File: config.mk
export PLATFORM = sky130hd
export DESIGN_NAME = cardinal_dmem_arbiter_flat
export DESIGN_NICKNAME = d
export VERILOG_FILES = /design/src/rtl/cardinal_dmem_arbiter_if.sv /design/src/rtl/cardinal_dmem_arbiter.sv /design/src/flat_wrapper.sv
export SDC_FILE = /design/constraint.sdc
export NUM_CORES = 1
export LEC_CHECK = 0
export ABC_AREA = 1
export CAP_MARGIN = 20
export CORE_AREA = 5 5 158 160
export DETAILED_ROUTE_END_ITERATION = 12
export DIE_AREA = 0 0 163 165
export PLACE_DENSITY = 0.69
export SLEW_MARGIN = 5
export SYNTH_ARGS = -nofsm -noshare
export SYNTH_HDL_FRONTEND = slang
export SYNTH_SLANG_ARGS = --single-unit
export TNS_END_PERCENT = 100
File: constraint.sdc
create_clock -name Clock -period 2.54 [get_ports Clock]
set_input_delay 0.508 -clock Clock [delete_from_list [all_inputs] [get_ports Clock]]
set_output_delay 0.508 -clock Clock [all_outputs]
set_load 0.05 [all_outputs]
File: src/rtl/cardinal_dmem_arbiter_if.sv
// cardinal_dmem_arbiter_if: processor, external-requester and memory buses of the data-memory arbiter
interface cardinal_dmem_arbiter_if;
  logic [0:7]  cpu_Addr;
  logic [0:63] cpu_Data_Out;
  logic        cpu_En;
  logic        cpu_WrEn;
  logic [0:63] cpu_Data_In;
  logic        ext_valid;
  logic        ext_ready;
  logic        ext_wr;
  logic [0:7]  ext_addr;
  logic [0:63] ext_wdata;
  logic        ext_rvalid;
  logic [0:63] ext_rdata;
  logic        ext_starved;
  logic [0:7]  mem_Addr;
  logic [0:63] mem_Data_Out;
  logic        mem_En;
  logic        mem_WrEn;
  logic [0:63] mem_Data_In;
  modport slave (
    input  cpu_Addr, cpu_Data_Out, cpu_En, cpu_WrEn, ext_valid, ext_wr, ext_addr, ext_wdata, mem_Data_In,
    output cpu_Data_In, ext_ready, ext_rvalid, ext_rdata, ext_starved, mem_Addr, mem_Data_Out, mem_En, mem_WrEn
  );
  modport master (
    output cpu_Addr, cpu_Data_Out, cpu_En, cpu_WrEn, ext_valid, ext_wr, ext_addr, ext_wdata, mem_Data_In,
    input  cpu_Data_In, ext_ready, ext_rvalid, ext_rdata, ext_starved, mem_Addr, mem_Data_Out, mem_En, mem_WrEn
  );
endinterface

File: src/rtl/cardinal_dmem_arbiter.sv
// cardinal_dmem_arbiter: shares a single-port data memory; the processor always wins, one buffered external request fills idle cycles
module cardinal_dmem_arbiter #(
  parameter int unsigned STARVE_LIMIT = 8
) (
  input logic Clock,
  input logic Reset,
  cardinal_dmem_arbiter_if.slave bus
);
  typedef enum logic {EMPTY, FULL} state_t;
  localparam logic [7:0] LIMIT = 8'(STARVE_LIMIT);
  state_t      state_q, state_d;
  logic        wr_q, wr_d;
  logic [0:7]  addr_q, addr_d;
  logic [0:63] wdata_q, wdata_d;
  logic        rvalid_q, rvalid_d;
  logic [0:63] rdata_q, rdata_d;
  logic [7:0]  wait_q, wait_d;
  logic        accept, issue;
  assign bus.ext_ready   = state_q == EMPTY;
  assign accept          = bus.ext_valid && bus.ext_ready;
  assign issue           = state_q == FULL && !bus.cpu_En;
  assign bus.ext_rvalid  = rvalid_q;
  assign bus.ext_rdata   = rdata_q;
  assign bus.ext_starved = state_q == FULL && wait_q >= LIMIT;
  assign bus.cpu_Data_In = bus.mem_Data_In;
  // processor path is purely combinational; the buffer only drives memory when the processor is idle
  assign bus.mem_En       = bus.cpu_En || issue;
  assign bus.mem_WrEn     = bus.cpu_En ? bus.cpu_WrEn : issue && wr_q;
  assign bus.mem_Addr     = bus.cpu_En ? bus.cpu_Addr : issue ? addr_q : '0;
  assign bus.mem_Data_Out = bus.cpu_En ? bus.cpu_Data_Out : issue ? wdata_q : '0;
  always_comb begin
    state_d  = accept ? FULL : issue ? EMPTY : state_q;
    wr_d     = accept ? bus.ext_wr : wr_q;
    addr_d   = accept ? bus.ext_addr : addr_q;
    wdata_d  = accept ? bus.ext_wdata : wdata_q;
    rvalid_d = issue && !wr_q;
    rdata_d  = rvalid_d ? bus.mem_Data_In : rdata_q;
    wait_d   = accept ? 8'd0 : (state_q == FULL && !issue && wait_q != 8'hFF) ? wait_q + 8'd1 : wait_q;
  end
  always_ff @(posedge Clock or negedge Reset) begin
    if (!Reset) begin
      state_q  <= EMPTY;
      wr_q     <= 1'b0;
      addr_q   <= '0;
      wdata_q  <= '0;
      rvalid_q <= 1'b0;
      rdata_q  <= '0;
      wait_q   <= '0;
    end else begin
      state_q  <= state_d;
      wr_q     <= wr_d;
      addr_q   <= addr_d;
      wdata_q  <= wdata_d;
      rvalid_q <= rvalid_d;
      rdata_q  <= rdata_d;
      wait_q   <= wait_d;
    end
  end
endmodule

File: src/flat_wrapper.sv
// flat-port wrapper written by rule: the top's interface ports become plain ports
module cardinal_dmem_arbiter_flat 
#(
  parameter int unsigned STARVE_LIMIT = 8
)
  (Clock, Reset, bus_cpu_Addr, bus_cpu_Data_Out, bus_cpu_En, bus_cpu_WrEn, bus_ext_valid, bus_ext_wr, bus_ext_addr, bus_ext_wdata, bus_mem_Data_In, bus_cpu_Data_In, bus_ext_ready, bus_ext_rvalid, bus_ext_rdata, bus_ext_starved, bus_mem_Addr, bus_mem_Data_Out, bus_mem_En, bus_mem_WrEn);
  cardinal_dmem_arbiter_if bus_i ();
  input logic Clock;
  input logic Reset;
  input wire logic [$bits(bus_i.cpu_Addr)-1:0] bus_cpu_Addr;
  input wire logic [$bits(bus_i.cpu_Data_Out)-1:0] bus_cpu_Data_Out;
  input wire logic [$bits(bus_i.cpu_En)-1:0] bus_cpu_En;
  input wire logic [$bits(bus_i.cpu_WrEn)-1:0] bus_cpu_WrEn;
  input wire logic [$bits(bus_i.ext_valid)-1:0] bus_ext_valid;
  input wire logic [$bits(bus_i.ext_wr)-1:0] bus_ext_wr;
  input wire logic [$bits(bus_i.ext_addr)-1:0] bus_ext_addr;
  input wire logic [$bits(bus_i.ext_wdata)-1:0] bus_ext_wdata;
  input wire logic [$bits(bus_i.mem_Data_In)-1:0] bus_mem_Data_In;
  output wire logic [$bits(bus_i.cpu_Data_In)-1:0] bus_cpu_Data_In;
  output wire logic [$bits(bus_i.ext_ready)-1:0] bus_ext_ready;
  output wire logic [$bits(bus_i.ext_rvalid)-1:0] bus_ext_rvalid;
  output wire logic [$bits(bus_i.ext_rdata)-1:0] bus_ext_rdata;
  output wire logic [$bits(bus_i.ext_starved)-1:0] bus_ext_starved;
  output wire logic [$bits(bus_i.mem_Addr)-1:0] bus_mem_Addr;
  output wire logic [$bits(bus_i.mem_Data_Out)-1:0] bus_mem_Data_Out;
  output wire logic [$bits(bus_i.mem_En)-1:0] bus_mem_En;
  output wire logic [$bits(bus_i.mem_WrEn)-1:0] bus_mem_WrEn;
  assign bus_i.cpu_Addr = bus_cpu_Addr;
  assign bus_i.cpu_Data_Out = bus_cpu_Data_Out;
  assign bus_i.cpu_En = bus_cpu_En;
  assign bus_i.cpu_WrEn = bus_cpu_WrEn;
  assign bus_i.ext_valid = bus_ext_valid;
  assign bus_i.ext_wr = bus_ext_wr;
  assign bus_i.ext_addr = bus_ext_addr;
  assign bus_i.ext_wdata = bus_ext_wdata;
  assign bus_i.mem_Data_In = bus_mem_Data_In;
  assign bus_cpu_Data_In = bus_i.cpu_Data_In;
  assign bus_ext_ready = bus_i.ext_ready;
  assign bus_ext_rvalid = bus_i.ext_rvalid;
  assign bus_ext_rdata = bus_i.ext_rdata;
  assign bus_ext_starved = bus_i.ext_starved;
  assign bus_mem_Addr = bus_i.mem_Addr;
  assign bus_mem_Data_Out = bus_i.mem_Data_Out;
  assign bus_mem_En = bus_i.mem_En;
  assign bus_mem_WrEn = bus_i.mem_WrEn;
  cardinal_dmem_arbiter #(.STARVE_LIMIT(STARVE_LIMIT)) u_core (.Clock(Clock), .Reset(Reset), .bus(bus_i));
endmodule
==> results of run 1 <==
## worst max-delay path: stages (launching register included)
cell,delay [ps]
dfrtp_1,410
inv_2,150
clkdlybuf4s50_1,830
## layout by cell type, fill, tap and decap left out, drive strengths merged, types with 8 or more instances in the layout
cell type,count
nand2,441
clkdlybuf4s50,277
buf,153
dfrtp,147
a22o,71
inv,23
clkbuf,19
nand3,11
nor2,10
o21ai,8
## cell families after synthesis
kind of cell,count (synthesis)
DFF,147
adders and majority gates,2
buffers and inverters,128
xor gates and xnor gates,1
AOI/OAI and AO/OA,79
and+or+nand+nor,466
## flip-flops by register name, indices dropped and copies added, names as in the netlist
name / flops
u_core.wr_q: 1
u_core.addr_q: 8
u_core.wdata_q: 64
u_core.bus.ext_rvalid: 1
u_core.state_q: 1
u_core.bus.ext_rdata: 64
u_core.wait_q: 8
## how the worst max path moves through the flow
stage,startpoint,end,slack [ps],cells after the start
floorplan,u_core.state_q,bus_mem_Addr[6],210,4
global placement,bus_cpu_En,bus_mem_Data_Out[37],460,4
detailed placement,bus_cpu_En,bus_mem_Data_Out[37],450,5
CTS,u_core.wait_q[4],bus_ext_starved,50,5
global route,u_core.state_q,bus_ext_ready,180,2
finish,u_core.state_q,bus_ext_ready,240,2
## per-layer routing
layer / up-vias / wire [um] / global-route usage, %
li1: 3230 / - / -
met1: 3136 / 10100 / 21.8
met2: 305 / 13300 / 32.6
met3: 18 / 2640 / 6.89
met4: 0 / 411 / 5.79
met5: - / 0 / 0
## metrics by stage
stage / area, um^2 / total power, mW
6_report: 12200 / 10.9
2_1_floorplan: 6960 / 6.28
5_1_grt: 12200 / 11.4
4_1_cts: 12200 / 11.0
3_3_place_gp: 11600 / 8.36
3_5_place_dp: 11600 / 8.42
## cell type report
| type | count | area (um^2) | share of cell area [%] |
|---|---|---|---|
| Inverter | 19 | 71.3 | 0.584 |
| Tap cell | 319 | 399 | 3.27 |
| Clock buffer | 19 | 443 | 3.63 |
| Timing Repair Buffer | 431 | 4960 | 40.6 |
| Antenna cell | 4 | 10.0 | 0.0820 |
| Clock inverter | 13 | 149 | 1.22 |
| Sequential cell | 147 | 3680 | 30.1 |
| Multi-Input combinational cell | 548 | 2490 | 20.4 |
## power breakdown
group | internal [mW] | switching (mW)
clock network | 1.49 | 1.05
logic | 1.89 | 3.12
registers | 2.98 | 0.383
## what timing repair did
item / in CTS / in global routing
setup endpoints to repair: 0 / 1
endpoints found under the hold margin: 0 / 0
setup buffers: 0 / 0
gates resized for setup: 0 / 1
==> results.sh, run 1 <==
export IMPL_grt_start_max_net_pins=68
export IMPL_async_flop_share_pct=100
export IMPL_regToRegStartpoint="u_core.state_q"
export IMPL_top_level_ports=419
export IMPL_rsz0062_at_grt="no"
export IMPL_grt_pass1_wl_um=39500
export IMPL_synth_compound_area_share_pct=9.50
export IMPL_synth_edf_count=0
export IMPL_setup_slack_ps=241
export IMPL_htreeDepth=4
export IMPL_irDropWorstVdd_uv=701
export IMPL_crit_required_ps=2030
export IMPL_synthesis_area_mm2=0.00696
export IMPL_worstSetupPathType="reg -> out"
export IMPL_nets=1380
export IMPL_synth_ff_type="dfrtp_1"
export IMPL_synth_area_leaders="dfrtp_1, nand2_1, a22o_1"
export IMPL_synthMuxAreaShare_pct=0
export IMPL_place_inst=1464
export IMPL_syn_to_final_growth_pct=75.3
export IMPL_dr_pass1_iters=4
export IMPL_synthCells=823
export IMPL_die_h_um=165
export IMPL_post_place_ws_ps=449
export IMPL_synth_seq_cells=147
export IMPL_syn_num_nets=1039
export IMPL_layout_drive_gt1_share_pct=16.4
export IMPL_clock_sinks=147
export IMPL_synth_fa_ha_area_share_pct=0.359
export IMPL_wl_per_cell_um=17.7
export IMPL_power_leakage_nw=5.94
export IMPL_finalCoreUtilization_pct=52.5
export IMPL_track_usage_pct=18.8
export IMPL_reg2regPathDepth=8
export IMPL_fillers=2110
export IMPL_stdcell_count=1500
export IMPL_r2r_end="u_core.bus.ext_rdata[40]"
export IMPL_synth_top_area_share_pct=52.8
export IMPL_synth_commonest_cells="nand2_1, dfrtp_1, buf_4, a22o_1, buf_2"
export IMPL_cts_clk_slew_worst_paths_ps=60
export IMPL_cts_root_buf="clkbuf_16"
export IMPL_relSlewSlack_pct=62.2
export IMPL_rows=56
export IMPL_outcome="finished clean"
export IMPL_die_x_um=163
export IMPL_ctsLongestPathBuffers=2
export IMPL_die_area_mm2=0.0269
export IMPL_holdWs_ps=50.7
export IMPL_tightest_slew_ps=565
export IMPL_powerDensity_mw_per_mm2=894
export IMPL_r2r_slack_ps=790
export IMPL_layout_min_cycle_time_ps=2300
export IMPL_overflow=0
export IMPL_setup_viol=0
export IMPL_routabilityCongestion=0.794
export IMPL_drc=0
export IMPL_finalSetupTns_ps=0
export IMPL_synth_most_common_cell="nand2_1"
export IMPL_ys_types=21
export IMPL_hp_class="in -> async"
export IMPL_antenna_left=0
export IMPL_start_util_pct=29.9
export IMPL_crit_path_end_kind="output port"
export IMPL_finClkSkew_ps=8.46
export IMPL_fin_crit_sh_pct=90.5
export IMPL_ctsHoldBuffers=0
export IMPL_antenna_found_initial=4
export IMPL_start_kind="flop"
export IMPL_ys_warn_count=0
export IMPL_fmax_mhz=435
export IMPL_syn_avg_cell_area_um2=8.46
export IMPL_hold_viol_final=0
export IMPL_cp_arrival_ps=1790
export IMPL_drv_slew=0
export IMPL_synth_sequential_area_ratio_pct=52.8
export IMPL_viasPerCell=4.46
export IMPL_place_port_buffers=418
export IMPL_drtIter0Drc=280
export IMPL_critPathMaxFanout=4
export IMPL_synthSimpleGateAreaFrac_pct=25.8
export IMPL_grt_pass1_vias=6937
export IMPL_synth_top_area_cell="dfrtp_1"
export IMPL_wl_um=26500
export IMPL_drv_cap=0
export IMPL_worstSkewPairLatency_ps=410
export IMPL_cts_tree="built"
export IMPL_cts_inserted_buffers=17
export IMPL_dp_hpwl_um=20200
export IMPL_via_count=6689
export IMPL_core_area_mm2=0.0233
export IMPL_synth_top_family_by_area="simple AND/OR/NAND/NOR gates"
export IMPL_synthXorXnorAreaFrac_pct=0.126
(Power assumes the default switching activity.)
==> run 2, diff against run 1 <==
SKIP_CTS_REPAIR_TIMING = 1   (was default)
==> results of run 2 <==
The final DEF is identical to that of run 1; final timing and power are the same.
==> run 3, diff against run 2 <==
CELL_PAD_IN_SITES_DETAIL_PLACEMENT = 1   (was default)
CELL_PAD_IN_SITES_GLOBAL_PLACEMENT = 1   (was default)
CORE_AREA = default   (was 5 5 158 160)
CORE_ASPECT_RATIO = 0.8   (was default)
CORE_MARGIN = 5   (was default)
CORE_UTILIZATION = 28   (was default)
DIE_AREA = default   (was 0 0 163 165)
PLACE_DENSITY = 0.88   (was 0.69)
==> run 3 against run 2 <==
- worst hold slack lost 13 ps
- cell count fell by 0.13%
- register-to-register slack gained 140 ps
- via count up 1.5%
==> results.sh, run 3 (synthesis results as in run 1) <==
export IMPL_cp_arrival_ps=1800
export IMPL_crit_required_ps=2030
export IMPL_grt_pass1_vias=7556
export IMPL_start_util_pct=28.5
export IMPL_top_level_ports=419
export IMPL_die_x_um=186
export IMPL_viasPerCell=4.53
export IMPL_final_cell_mix="nand2_1, clkdlybuf4s50_1, dfrtp_1"
export IMPL_drc=0
export IMPL_finClkSkew_ps=9.19
export IMPL_drv_slew=0
export IMPL_hp_class="in -> async"
export IMPL_start_kind="flop"
export IMPL_worstSkewPairLatency_ps=410
export IMPL_tightest_slew_ps=679
export IMPL_setup_slack_ps=234
export IMPL_irDropWorstVdd_uv=473
export IMPL_post_place_ws_ps=433
export IMPL_routed_wl_met3_um=1630
export IMPL_syn_to_final_growth_pct=75.5
export IMPL_top_layer="met5"
export IMPL_critPathMaxFanout=45
export IMPL_drtIter0Drc=290
export IMPL_cts_clk_slew_worst_paths_ps=70
export IMPL_die_h_um=151
export IMPL_grt_start_max_net_pins=65
export IMPL_hold_viol_final=0
export IMPL_rsz0062_at_grt="no"
export IMPL_cts_root_buf="clkbuf_16"
export IMPL_die_area_mm2=0.0281
export IMPL_relSlewSlack_pct=54.7
export IMPL_dr_pass1_iters=4
export IMPL_crit_path_end_kind="output port"
export IMPL_powerDensity_mw_per_mm2=909
export IMPL_ctsLongestPathBuffers=2
export IMPL_fillers=2760
export IMPL_routabilityCongestion=0.824
export IMPL_drv_cap=0
export IMPL_fin_total_pwr_mw=11.1
export IMPL_wl_per_cell_um=18.9
export IMPL_cts_inserted_buffers=17
export IMPL_clock_sinks=147
export IMPL_antenna_found_initial=1
export IMPL_power_leakage_nw=5.95
export IMPL_fin_crit_sh_pct=90.8
export IMPL_holdWs_ps=37.7
export IMPL_multi_input_area_mm2=0.00249
export IMPL_htreeDepth=4
export IMPL_rows=51
export IMPL_setup_viol=0
export IMPL_finalSetupTns_ps=0
export IMPL_place_port_buffers=418
export IMPL_seq_area_mm2=0.00368
export IMPL_overflow=0
export IMPL_via_count=6791
export IMPL_antenna_left=0
export IMPL_layout_drive_gt1_share_pct=16.5
export IMPL_core_area_mm2=0.0244
export IMPL_layout_min_cycle_time_ps=2310
export IMPL_track_usage_pct=19.3
export IMPL_fmax_mhz=434
export IMPL_wl_um=28300
export IMPL_mostFrequentLayoutCell="nand2_1"
export IMPL_grt_pass1_wl_um=43200
export IMPL_nets=1382
export IMPL_worstSetupPathType="reg -> out"
export IMPL_route_met2_wl_um=14800
export IMPL_outcome="finished clean"
export IMPL_dp_hpwl_um=22400
export IMPL_cts_tree="built"
export IMPL_met1Wirelength_um=11300
## run 3: changes by cell type in the layout (fill, tap and decap cells not counted), sizes merged
| cell | change |
|---|---|
| bufinv | +1 |
| buf | +2 |
| diode | -3 |
| clkinvlp | -1 |
| clkinv | -1 |
| clkbuf | +1 |
## run 3: critical path, cell delays in order (launching register included)
cell and delay [ps]:
dfrtp_1 390, inv_2 90, nor2_8 230, buf_12 250, a22o_1 230, buf_12 150
## run 3: through the flow
stage,cell area (um^2),instances,utilization [%]
floorplan,6960,823,-
global placement,11600,1465,47.4
detailed placement,11600,1465,47.4
CTS,12200,1497,50.0
global route,12200,1497,50.0
finish,12200,1498,50.0
## run 3: path summary, 6_finish.rpt
kind                                                from                       end  slack, ps  cells past startpoint
worst max-delay path                      u_core.state_q      bus_mem_Data_Out[22]        230                      5
worst min-delay path                               Reset          u_core.addr_q[7]         40                      1
worst max register to register            u_core.state_q  u_core.bus.ext_rdata[15]        930                      7
worst min register to register  u_core.bus.ext_rdata[40]  u_core.bus.ext_rdata[40]        480                      2
max in group asynchronous                          Reset  u_core.bus.ext_rdata[11]       1890                      2
min in group Clock              u_core.bus.ext_rdata[40]  u_core.bus.ext_rdata[40]        480                      2
## run 3: power breakdown
part           switching (mW)  internal [mW]  leakage (nW)
registers               0.406           2.98          1.83
logic                    3.18           1.88          3.82
clock network            1.04           1.62         0.300
total                    4.63           6.48          5.95
## run 3: area by class of cell
class | count | area share [%]
Inverter | 19 | 0.584
Tap cell | 318 | 3.26
Timing Repair Buffer | 433 | 40.5
Sequential cell | 147 | 30.1
Antenna cell | 1 | 0.0205
Multi-Input combinational cell | 548 | 20.4
Clock inverter | 12 | 1.38
Clock buffer | 20 | 3.74
## run 3: routing by layer
metal  GRT usage [%]  vias to the layer above
li1                -                     3231
met1            22.8                     3312
met2            35.2                      213
met3            5.32                       33
met4            4.81                        2
met5               0                        -
